`src/rtl/rtc_cnt_if.sv`:
```
// rtl/rtc_cnt_if.sv - control and status bundle between software side and RTC time-base counter
interface rtc_cnt_if #(
    parameter int PRESCALE_W = 16
);
    logic                  cnt_en_req;
    logic [PRESCALE_W-1:0] prescale_val;
    logic                  load_req;
    logic [31:0]           load_val;
    logic                  wrap_clr;
    logic                  load_ack;
    logic                  cnt_en;
    logic [31:0]           count_val;
    logic                  tick;
    logic                  wrap_flag;

    modport master (
        output cnt_en_req, prescale_val, load_req, load_val, wrap_clr,
        input  load_ack, cnt_en, count_val, tick, wrap_flag
    );

    modport slave (
        input  cnt_en_req, prescale_val, load_req, load_val, wrap_clr,
        output load_ack, cnt_en, count_val, tick, wrap_flag
    );
endinterface

```
`src/rtl/rtc_cnt.sv`:
```
// rtl/rtc_cnt.sv - prescaled 32-bit RTC time-base counter with load handshake and sticky wrap flag
module rtc_cnt #(
    parameter int PRESCALE_W = 16
) (
    input  logic    i_rtc_ext_clk,
    input  logic    rtc_por_rst_n,
    rtc_cnt_if.slave bus
);
    typedef enum logic [1:0] {IDLE, RUN, LOAD, LDWT} state_t;

    state_t                r_state;
    state_t                w_state_nxt;
    logic [PRESCALE_W-1:0] r_pre_cnt;
    logic [PRESCALE_W-1:0] w_pre_cnt_nxt;
    logic [31:0]           r_count_val;
    logic [31:0]           w_count_nxt;
    logic                  r_cnt_en;
    logic                  r_tick;
    logic                  w_tick_nxt;
    logic                  r_load_ack;
    logic                  w_ack_nxt;
    logic                  r_wrap_flag;
    logic                  w_wrap_set;
    logic [32:0]           w_inc;

    assign w_inc = {1'b0, r_count_val} + 33'd1;

    always_comb begin
        w_state_nxt   = r_state;
        w_pre_cnt_nxt = r_pre_cnt;
        w_count_nxt   = r_count_val;
        w_tick_nxt    = 1'b0;
        w_ack_nxt     = 1'b0;
        w_wrap_set    = 1'b0;
        case (r_state)
            IDLE: begin
                if (bus.load_req)
                    w_state_nxt = LOAD;
                else if (bus.cnt_en_req)
                    w_state_nxt = RUN;
            end
            RUN: begin
                // a pending load wins over the increment due this cycle
                if (bus.load_req) begin
                    w_state_nxt = LOAD;
                end else if (!bus.cnt_en_req) begin
                    w_state_nxt   = IDLE;
                    w_pre_cnt_nxt = '0;
                end else if (r_pre_cnt >= bus.prescale_val) begin
                    w_pre_cnt_nxt = '0;
                    w_count_nxt   = w_inc[31:0];
                    w_tick_nxt    = 1'b1;
                    w_wrap_set    = w_inc[32];
                end else begin
                    w_pre_cnt_nxt = r_pre_cnt + PRESCALE_W'(1);
                end
            end
            LOAD: begin
                w_count_nxt   = bus.load_val;
                w_pre_cnt_nxt = '0;
                w_ack_nxt     = 1'b1;
                w_state_nxt   = LDWT;
            end
            LDWT: begin
                if (!bus.load_req)
                    w_state_nxt = bus.cnt_en_req ? RUN : IDLE;
            end
            default: w_state_nxt = IDLE;
        endcase
    end

    always_ff @(posedge i_rtc_ext_clk or negedge rtc_por_rst_n) begin
        if (!rtc_por_rst_n) begin
            r_state     <= IDLE;
            r_pre_cnt   <= '0;
            r_count_val <= '0;
            r_cnt_en    <= 1'b0;
            r_tick      <= 1'b0;
            r_load_ack  <= 1'b0;
            r_wrap_flag <= 1'b0;
        end else begin
            r_state     <= w_state_nxt;
            r_pre_cnt   <= w_pre_cnt_nxt;
            r_count_val <= w_count_nxt;
            r_cnt_en    <= (r_state == RUN);
            r_tick      <= w_tick_nxt;
            r_load_ack  <= w_ack_nxt;
            // set beats clear
            r_wrap_flag <= w_wrap_set | (r_wrap_flag & ~bus.wrap_clr);
        end
    end

    assign bus.cnt_en    = r_cnt_en;
    assign bus.count_val = r_count_val;
    assign bus.tick      = r_tick;
    assign bus.load_ack  = r_load_ack;
    assign bus.wrap_flag = r_wrap_flag;
endmodule

```
`src/flat_wrapper.sv`:
```
// flat-port wrapper written by rule: the top's interface ports become plain ports
module rtc_cnt_flat 
#(
    parameter int PRESCALE_W = 16
)
  (i_rtc_ext_clk, rtc_por_rst_n, bus_cnt_en_req, bus_prescale_val, bus_load_req, bus_load_val, bus_wrap_clr, bus_load_ack, bus_cnt_en, bus_count_val, bus_tick, bus_wrap_flag);
  rtc_cnt_if #(.PRESCALE_W(PRESCALE_W)) bus_i ();
  input  logic i_rtc_ext_clk;
  input  logic rtc_por_rst_n;
  input wire logic [$bits(bus_i.cnt_en_req)-1:0] bus_cnt_en_req;
  input wire logic [$bits(bus_i.prescale_val)-1:0] bus_prescale_val;
  input wire logic [$bits(bus_i.load_req)-1:0] bus_load_req;
  input wire logic [$bits(bus_i.load_val)-1:0] bus_load_val;
  input wire logic [$bits(bus_i.wrap_clr)-1:0] bus_wrap_clr;
  output wire logic [$bits(bus_i.load_ack)-1:0] bus_load_ack;
  output wire logic [$bits(bus_i.cnt_en)-1:0] bus_cnt_en;
  output wire logic [$bits(bus_i.count_val)-1:0] bus_count_val;
  output wire logic [$bits(bus_i.tick)-1:0] bus_tick;
  output wire logic [$bits(bus_i.wrap_flag)-1:0] bus_wrap_flag;
  assign bus_i.cnt_en_req = bus_cnt_en_req;
  assign bus_i.prescale_val = bus_prescale_val;
  assign bus_i.load_req = bus_load_req;
  assign bus_i.load_val = bus_load_val;
  assign bus_i.wrap_clr = bus_wrap_clr;
  assign bus_load_ack = bus_i.load_ack;
  assign bus_cnt_en = bus_i.cnt_en;
  assign bus_count_val = bus_i.count_val;
  assign bus_tick = bus_i.tick;
  assign bus_wrap_flag = bus_i.wrap_flag;
  rtc_cnt #(.PRESCALE_W(PRESCALE_W)) u_core (.i_rtc_ext_clk(i_rtc_ext_clk), .rtc_por_rst_n(rtc_por_rst_n), .bus(bus_i));
endmodule
```
`config.mk`:
```
export PLATFORM = sky130hd
export DESIGN_NAME = rtc_cnt_flat
export DESIGN_NICKNAME = d
export VERILOG_FILES = /design/src/rtl/rtc_cnt_if.sv /design/src/rtl/rtc_cnt.sv /design/src/flat_wrapper.sv
export SDC_FILE = /design/constraint.sdc
export NUM_CORES = 1
export LEC_CHECK = 0
export ABC_AREA = 0
export CAP_MARGIN = 20
export CORE_MARGIN = 3
export CORE_UTILIZATION = 53
export DETAILED_ROUTE_END_ITERATION = 10
export GPL_TIMING_DRIVEN = 0
export PLACE_DENSITY = 0.91
export SLEW_MARGIN = 10
export SYNTH_ARGS = -nofsm -noshare
export SYNTH_HDL_FRONTEND = slang
export SYNTH_SLANG_ARGS = --single-unit
```
`constraint.sdc`:
```
create_clock -name i_rtc_ext_clk -period 7.46 [get_ports i_rtc_ext_clk]
set_input_delay 1.119 -clock i_rtc_ext_clk [delete_from_list [all_inputs] [get_ports i_rtc_ext_clk]]
set_output_delay 1.119 -clock i_rtc_ext_clk [all_outputs]
set_load 0.05 [all_outputs]
```
==> metrics.md, run 1 <==
| Metric | Value |
|---|---|
| Clk_skew | `roughly 0.0067 ns` |
| Max Cap Violations | `0` |
| DRC Markers | `0` |
| First-pass DRT Iterations | `6` |
| Hpwl dp | `6952 µm` |
| Post-synth top flop | `dfrtp_1` |
| PostCTS Resize Cnt | `0` |
| Outcome | `complete, no violations` |
| Clock buffer count from CTS | `5` |
| Total grt overflow | `0` |
| Crit path max fanout | `10` |
| GPL Wtd Cong | `0.9272` |
| Sw Pwr | `0.0004083 W` |
| CP Depth | `10` |
| Hold WS | `0.5501 ns` |
| Layout cell share with drive strength beyond 1 | `roughly 3.3%` |
| Mean Syn Cell Area | `8.665 µm²` |
| Sequential Power Share | `about 40%` |
| Core Box Area | `around 0.006 mm²` |
| Slew Viols, Final | `0` |
| Final hold violations | `0` |
| Via density | `6.060` |
| GRT busiest layer | `met2` |
| Share of the synthesized area in the top cell type | `39.99%` |
| Setup Total Neg Slack | `0 ns` |
| Routed Antenna Nets | `0` |
| Min Tclk post-route | `3.730 ns` |
| Worst path arrival time | `3.92 ns` |
| PD cells | `between 200 and 250 mW/mm²` |
| Worst relative slew slack | `44.74%` |
| Combinational Power Share | `40.2%` |
| Sw Ratio | `41.17%` |
| Initial antenna violation count | `0` |
| Worst-path clk slew | `0.09 ns` |
| Hold Buf Count CTS | `0` |
| Worst-Margin Slew | `a little over 0.8 ns` |
| Met2 usage | `39.83%` |
| Latest clock arrival within the worst-skew pair | `~0.31 ns` |
| Period utilization | `50.00%` |
| Met3 Usage GRT | `4.515%` |
| Flop-to-flop setup slack | `between 4 and 5 ns` |
| Placement Rows | `28` |
| Worst setup path category | `primary input to flop` |
| Commonest non-fill, non-tap cell in the layout | `clkdlybuf4s50_1` |
| Root buf cell | `clkbuf_8` |
| Post-Place Cell Area | `roughly 0.0044 mm²` |
| Design area | `0.004476 mm²` |
| Die area | `0.007370 mm²` |
| Setup crit end kind | `flop` |
| Critical R2R Launch | `u_core.r_pre_cnt[13]` |
| Nets@finish | `about 560` |
| VDD IR max | `0.1654 mV` |
| Power Internal | `0.0005834 W` |
| Setup crit end | `u_core.bus.count_val[15]` |
| Pwr Total | `0.0009917 W` |
| Syn nets | `about 460` |
| Number of flops mapped to enable cells by yosys | `0` |
| Met1 Use GR | `a little over a third` |
| Fmax | `between 0.2 and 0.3 GHz` |
| Ant diodes | `0` |
| Synthesized flop and latch total | `54` |
| CP startpoint | `bus_prescale_val[13]` |
| Tot GR Track Use | `between 20% and 30%` |
| Top post-synthesis cells by area | `dfrtp_1 40%, ha_1 6.7%, a31oi_1 5.6%` |
| Vias in the first global route | `about 3100` |
| Leakage | `between 1.5 and 2 nW` |
| Crit path max-delay family | `compound AO/OA/AOI/OAI gates` |
| Post-layout util | `between 70% and 80%` |
| Clock share of power | `19.8%` |
| Post-synthesis sequential area ratio | `roughly two fifths` |
| Crit path top cell by count | `a21o_1` |
| Die Height | `around 86 µm` |
| Final setup viols | `0` |
| CP required | `7.65 ns` |
| Synth Warn # | `0` |
| CTS tree | `built` |
| Global-route wire length before repair | `approximately 15000 µm` |
| Most frequent cells in the layout | `87 x clkdlybuf4s50_1, 54 x dfrtp_1, 41 x nand2_1, 34 x o21ai_0, 30 x a31oi_1` |
| Gate Count Post-Synth | `just under 400` |
| RSZ-0062 raised after global routing | `false` |
| Register-to-Register Path Depth | `8` |
| WL per Instance | `16.39 µm` |
| Worst path max stage delay | `0.79 ns` |
| WP buf/inv | `3` |
| Initial core utilization | `around 56%` |
| Post-CTS Setup Bufs | `0` |
| IO Count | `89` |
| Post-Syn Area | `0.003379 mm²` |
| Clock sinks | `54` |
| Clk buf depth | `2` |
| Hold Path Class | `flop to flop` |
| Distinct cell type count after synthesis | `45` |
| Share of synthesized registers carrying an async set or reset | `100.0%` |
| Worst flop-to-flop path endpoint | `u_core.bus.count_val[15]` |
| Slowest CP cell | `a2111oi_2` |
| Starting DRT DRC Count | `403` |
| Critical path cell sequence | `clkdlybuf4s50_1 > inv_1 > ha_1 > a21o_1 > a21o_1 > a2111oi_2 > clkbuf_1 > a311oi_1 > xnor2_1 > o21ai_0` |
| Routed vias | `3406` |
| Die span in x | `between 80 and 90 µm` |
| Htree depth | `2` |
| Largest net degree at the start of global routing | `36` |
| Largest area contributor in the netlist | `dfrtp_1` |
| CP Launch Type | `primary input` |
| Layout area overhead | `32.43%` |
| Final wirelength | `9209 µm` |
| I/O Buffers | `between 80 and 90` |
==> state kept, by name, summed over array words and instances, names as in the netlist <==
name                  flops
u_core.bus.tick           1
u_core.r_pre_cnt         16
u_core.bus.cnt_en         1
u_core.r_state            2
u_core.bus.count_val     32
u_core.bus.load_ack       1
u_core.bus.wrap_flag      1
==> logic make-up after synthesis <==
group	count (synthesis)	synth area share, %
simple gates	146	22.47
compound gates	111	21.18
flops	54	39.99
buf+inv	44	5.257
fa+ha+maj	18	6.664
xor+xnor	16	4.147
mux	1	0.2962
==> per-layer routing <==
layer | wire [µm] | up-vias
met5 | 0 | -
met4 | 139 | 0
met3 | 749 | 15
met2 | 4342 | 172
met1 | 3978 | 1593
li1 | - | 1626
==> power by group through the flow <==
stage          registers [W]  clock network [W]   logic, W
2_1_floorplan       0.000540                  0  0.0000965
6_report            0.000397           0.000196   0.000399
3_3_place_gp        0.000398                  0   0.000389
5_1_grt             0.000403           0.000208   0.000424
4_1_cts             0.000395           0.000198   0.000400
3_5_place_dp        0.000401                  0   0.000398
==> worst min-delay path by stage <==
| stage | startpoint | endpoint | slack [ns] | cells past startpoint |
|---|---|---|---|---|
| after floorplan | u_core.r_pre_cnt[11] | u_core.r_pre_cnt[11] | 0.48 | 1 |
| after global placement | u_core.r_state[1] | u_core.r_state[0] | 0.51 | 2 |
| after detailed placement | u_core.r_pre_cnt[11] | u_core.r_pre_cnt[11] | 0.53 | 1 |
| after CTS | u_core.r_pre_cnt[11] | u_core.r_pre_cnt[11] | 0.54 | 1 |
| after global routing | u_core.r_pre_cnt[13] | u_core.r_pre_cnt[13] | 0.58 | 1 |
| final | u_core.r_pre_cnt[6] | u_core.r_pre_cnt[6] | 0.55 | 1 |
==> worst register-to-register path, cell delays in order (launching register included) <==
cell	delay, ns
dfrtp_1	0.44
ha_1	0.31
a21o_1	0.18
a21o_1	0.19
a2111oi_2	0.79
clkbuf_1	0.39
a311oi_1	0.19
xnor2_1	0.19
o21ai_0	0.09
==> per-stage QoR <==
step / instances / worst slack (ns)
after floorplan: 390 / 4.252
after global placement: 553 / 3.440
after detailed placement: 554 / 3.426
after CTS: 562 / 3.740
after global routing: 562 / 3.507
final: 562 / 3.730
==> final cells by class <==
cell class | instances | area, µm²
multi-input cells | 292 | 1851
fillers | 462 | 1585
flip-flops and latches | 54 | 1351
repair buffers | 89 | 895.9
inverters | 30 | 112.6
well taps | 75 | 93.84
clock buffers | 7 | 76.32
plain buffers | 14 | 65.06
clock inverters | 1 | 30.03
==> Yosys cell counts, drive strengths merged, types with 2 or more instances <==
cell / n
or3: 8
a21oi: 16
nor4: 4
and3: 5
o21ai: 34
a22o: 3
o31ai: 2
nand2b: 12
nor4b: 2
ha: 18
a311o: 2
nand3: 20
inv: 29
nand4: 12
clkbuf: 11
buf: 3
nor3: 7
a311oi: 9
and4: 3
a31oi: 30
or4: 2
nor2: 26
a41oi: 2
dfrtp: 54
a2111o: 2
o31a: 3
a21o: 3
xnor2: 15
nand2: 41
Note: power is estimated with default switching activity, not from simulation.
==> run 2, diff against run 1 <==
- CORE_UTILIZATION: 53 -> 44
- PLACE_DENSITY: 0.91 -> 0.81
- clock period: 7.46 -> 3.2 ns (I/O delays scaled with it)
==> metrics.md, run 2 (synthesis results as in run 1) <==
| Metric | Value |
|---|---|
| I/O Buffers | `88 (unchanged)` |
| Global-route wire length before repair | `14770 µm (was 15040 µm)` |
| Most frequent cells in the layout | `87 x clkdlybuf4s50_1, 54 x dfrtp_1, 41 x nand2_1, 34 x o21ai_0, 30 x a31oi_1 (unchanged)` |
| Nets@finish | `560 (was 557)` |
| CTS tree | `built (unchanged)` |
| Commonest non-fill, non-tap cell in the layout | `clkdlybuf4s50_1 (unchanged)` |
| DP Cell Count | `578 (was 554)` |
| WP buf/inv | `3 (unchanged)` |
| Worst relative slew slack | `47.57% (was 44.74%)` |
| Largest net degree at the start of global routing | `36 (unchanged)` |
| Die area | `0.008768 mm² (was 0.007370 mm²)` |
| Die span in x | `93.64 µm (was 85.85 µm)` |
| Setup crit end kind | `flop (unchanged)` |
| Critical R2R Launch | `u_core.r_pre_cnt[15] (was u_core.r_pre_cnt[13])` |
| Design area | `0.004538 mm² (was 0.004476 mm²)` |
| Met2 usage | `32.40% (was 39.83%)` |
| Layout cell share with drive strength beyond 1 | `4.286% (was 3.285%)` |
| Non-filler instance count after layout | `589 (was 562)` |
| Final wirelength | `9322 µm (was 9209 µm)` |
| Post-Place Cell Area | `0.004399 mm² (was 0.004369 mm²)` |
| PD cells | `497.6 mW/mm² (was 221.6 mW/mm²)` |
| CP startpoint | `bus_prescale_val[15] (was bus_prescale_val[13])` |
| Via density | `5.820 (was 6.060)` |
| Final setup viols | `0 (unchanged)` |
| DRC Markers | `0 (unchanged)` |
| Root buf cell | `clkbuf_8 (unchanged)` |
| IO Count | `89 (unchanged)` |
| Vias in the first global route | `3008 (was 3131)` |
| Slew Viols, Final | `0 (unchanged)` |
| Worst setup path category | `primary input to flop (unchanged)` |
| Period utilization | `a little over nine tenths` |
| Htree depth | `2 (unchanged)` |
| GPL Wtd Cong | `0.8789 (was 0.9272)` |
| Starting DRT DRC Count | `281 (was 403)` |
| Clock sinks | `54 (unchanged)` |
| Clock buffer count from CTS | `5 (unchanged)` |
| Initial antenna violation count | `0 (unchanged)` |
| Outcome | `complete, no violations (unchanged)` |
| Pwr Total | `0.002258 W (was 0.0009917 W)` |
| Worst path max stage delay | `0.46 ns (was 0.79 ns)` |
| Max Cap Violations | `0 (unchanged)` |
| Tot GR Track Use | `20.78% (was 25.41%)` |
| Worst path arrival time | `3.31 ns (was 3.92 ns)` |
| Layout area overhead | `34.28% (was 32.43%)` |
| Fmax | `0.3250 GHz` |
| Total grt overflow | `0 (unchanged)` |
| Placement Rows | `31 (was 28)` |
| Max FFs per register | `32 (unchanged)` |
| Slowest CP cell | `clkdlybuf4s50_1 (was a2111oi_2)` |
| WL per Instance | `15.83 µm (was 16.39 µm)` |
| Hold Buf Count CTS | `0 (unchanged)` |
| Worst-path clk slew | `0.10 ns (was 0.09 ns)` |
| GRT busiest layer | `met2 (unchanged)` |
| CP Launch Type | `primary input (unchanged)` |
| Worst setup margin | `0.1228 ns (was 3.730 ns)` |
| Clk_skew | `0.007392 ns (was 0.006700 ns)` |
| Met3 Usage GRT | `2.977% (was 4.515%)` |
| CP required | `3.44 ns (was 7.65 ns)` |
| Final hold violations | `0 (unchanged)` |
| Clk buf depth | `2 (unchanged)` |
| Crit path max fanout | `10 (unchanged)` |
| Leakage | `1.823 nW (was 1.799 nW)` |
| Hold Path Class | `primary input to async pin (was flop to flop)` |
| Critical path cell sequence | `clkdlybuf4s50_1 > inv_1 > ha_1 > nand4_1 > nor3_1 > a2111oi_4 > a311o_1 > buf_2 > or3_1 > a31oi_1 (was clkdlybuf4s50_1 > inv_1 > ha_1 > a21o_1 > a21o_1 > a2111oi_2 > clkbuf_1 > a311oi_1 > xnor2_1 > o21ai_0)` |
| Core Box Area | `0.007370 mm² (was 0.006061 mm²)` |
| First-pass DRT Iterations | `5 (was 6)` |
| Met1 Use GR | `30.90% (was 36.24%)` |
| VDD IR max | `0.2913 mV (was 0.1654 mV)` |
| Ant diodes | `0 (unchanged)` |
| Min Tclk post-route | `3.077 ns` |
| Hpwl dp | `7057 µm (was 6952 µm)` |
| RSZ-0062 raised after global routing | `false (unchanged)` |
| Latest clock arrival within the worst-skew pair | `0.31 ns (about the same)` |
| Routed Antenna Nets | `0 (unchanged)` |
| Crit path max-delay family | `simple AND/OR/NAND/NOR gates (was compound AO/OA/AOI/OAI gates)` |
| Routed vias | `3428 (was 3406)` |
| Initial core utilization | `45.86% (was 55.76%)` |
| Setup WS pre-CTS | `-0.2936 ns (was 3.426 ns)` |
| Die Height | `93.64 µm (was 85.85 µm)` |
| Worst-Margin Slew | `0.7756 ns (was 0.8273 ns)` |
| FILL cells | `638 (was 462)` |
-- run 2: report_power, final --
group          switching [W]  total [W]  internal (W)
clock network       0.000222   0.000397      0.000175
logic               0.000593   0.000934      0.000341
registers           0.000141   0.000928      0.000787
-- run 2: repair_timing --
action | in CTS | in global routing
gates resized for setup | 0 | 3
setup endpoints to repair | 0 | 20
setup buffers | 0 | 3
-- run 2: final timing paths --
path / to / slack (ns) / depth (start not counted)
setup / recovery: u_core.bus.count_val[19] / 0.12 / 10
min in group i_rtc_ext_clk: u_core.r_pre_cnt[12] / 0.53 / 1
max in group asynchronous: u_core.r_pre_cnt[1] / 2.52 / 2
hold / removal: u_core.bus.count_val[28] / 0.12 / 1
hold reg to reg: u_core.r_pre_cnt[12] / 0.53 / 1
setup reg to reg: u_core.bus.count_val[19] / 0.34 / 8
-- run 2: worst reg2reg max path, delay by kind of cell (launching register included) --
| kind | cells | cell delay, ns |
|---|---|---|
| flops | 1 | 0.43 |
| simple gates | 3 | 1.00 |
| buf+inv | 1 | 0.21 |
| fa+ha+maj | 1 | 0.37 |
| compound gates | 3 | 0.79 |
-- run 2: stage by stage --
step	util (%)	TNS [ns]	hold slack (ns)
floorplan	-	0	0.1844
global placement	59.49	-4.711	0.5123
detailed placement	59.69	-6.234	0.4706
CTS	60.93	0	0.1266
global route	61.58	0	0.1422
finish	61.58	0	0.1167
-- run 2: metal layers --
layer  part of all wire (%)  routed length, µm  up-vias
met5                      0                  0        -
met4                   0.97                 90        0
met3                    6.7                625       14
met2                     47               4384      141
met1                     45               4221     1640
li1                       -                  -     1633
-- run 2: area by class of cell --
| class | count | area, µm² | share of cell area (%) |
|---|---|---|---|
| buffer | 14 | 65.06 | 1.434 |
| tap | 99 | 123.9 | 2.730 |
| inverter | 30 | 112.6 | 2.481 |
| multi-input combinational | 292 | 1876 | 41.33 |
| timing repair buffer | 92 | 918.4 | 20.24 |
| sequential | 54 | 1351 | 29.78 |
| clock buffer | 7 | 86.33 | 1.902 |
| clock inverter | 1 | 5.005 | 0.1103 |
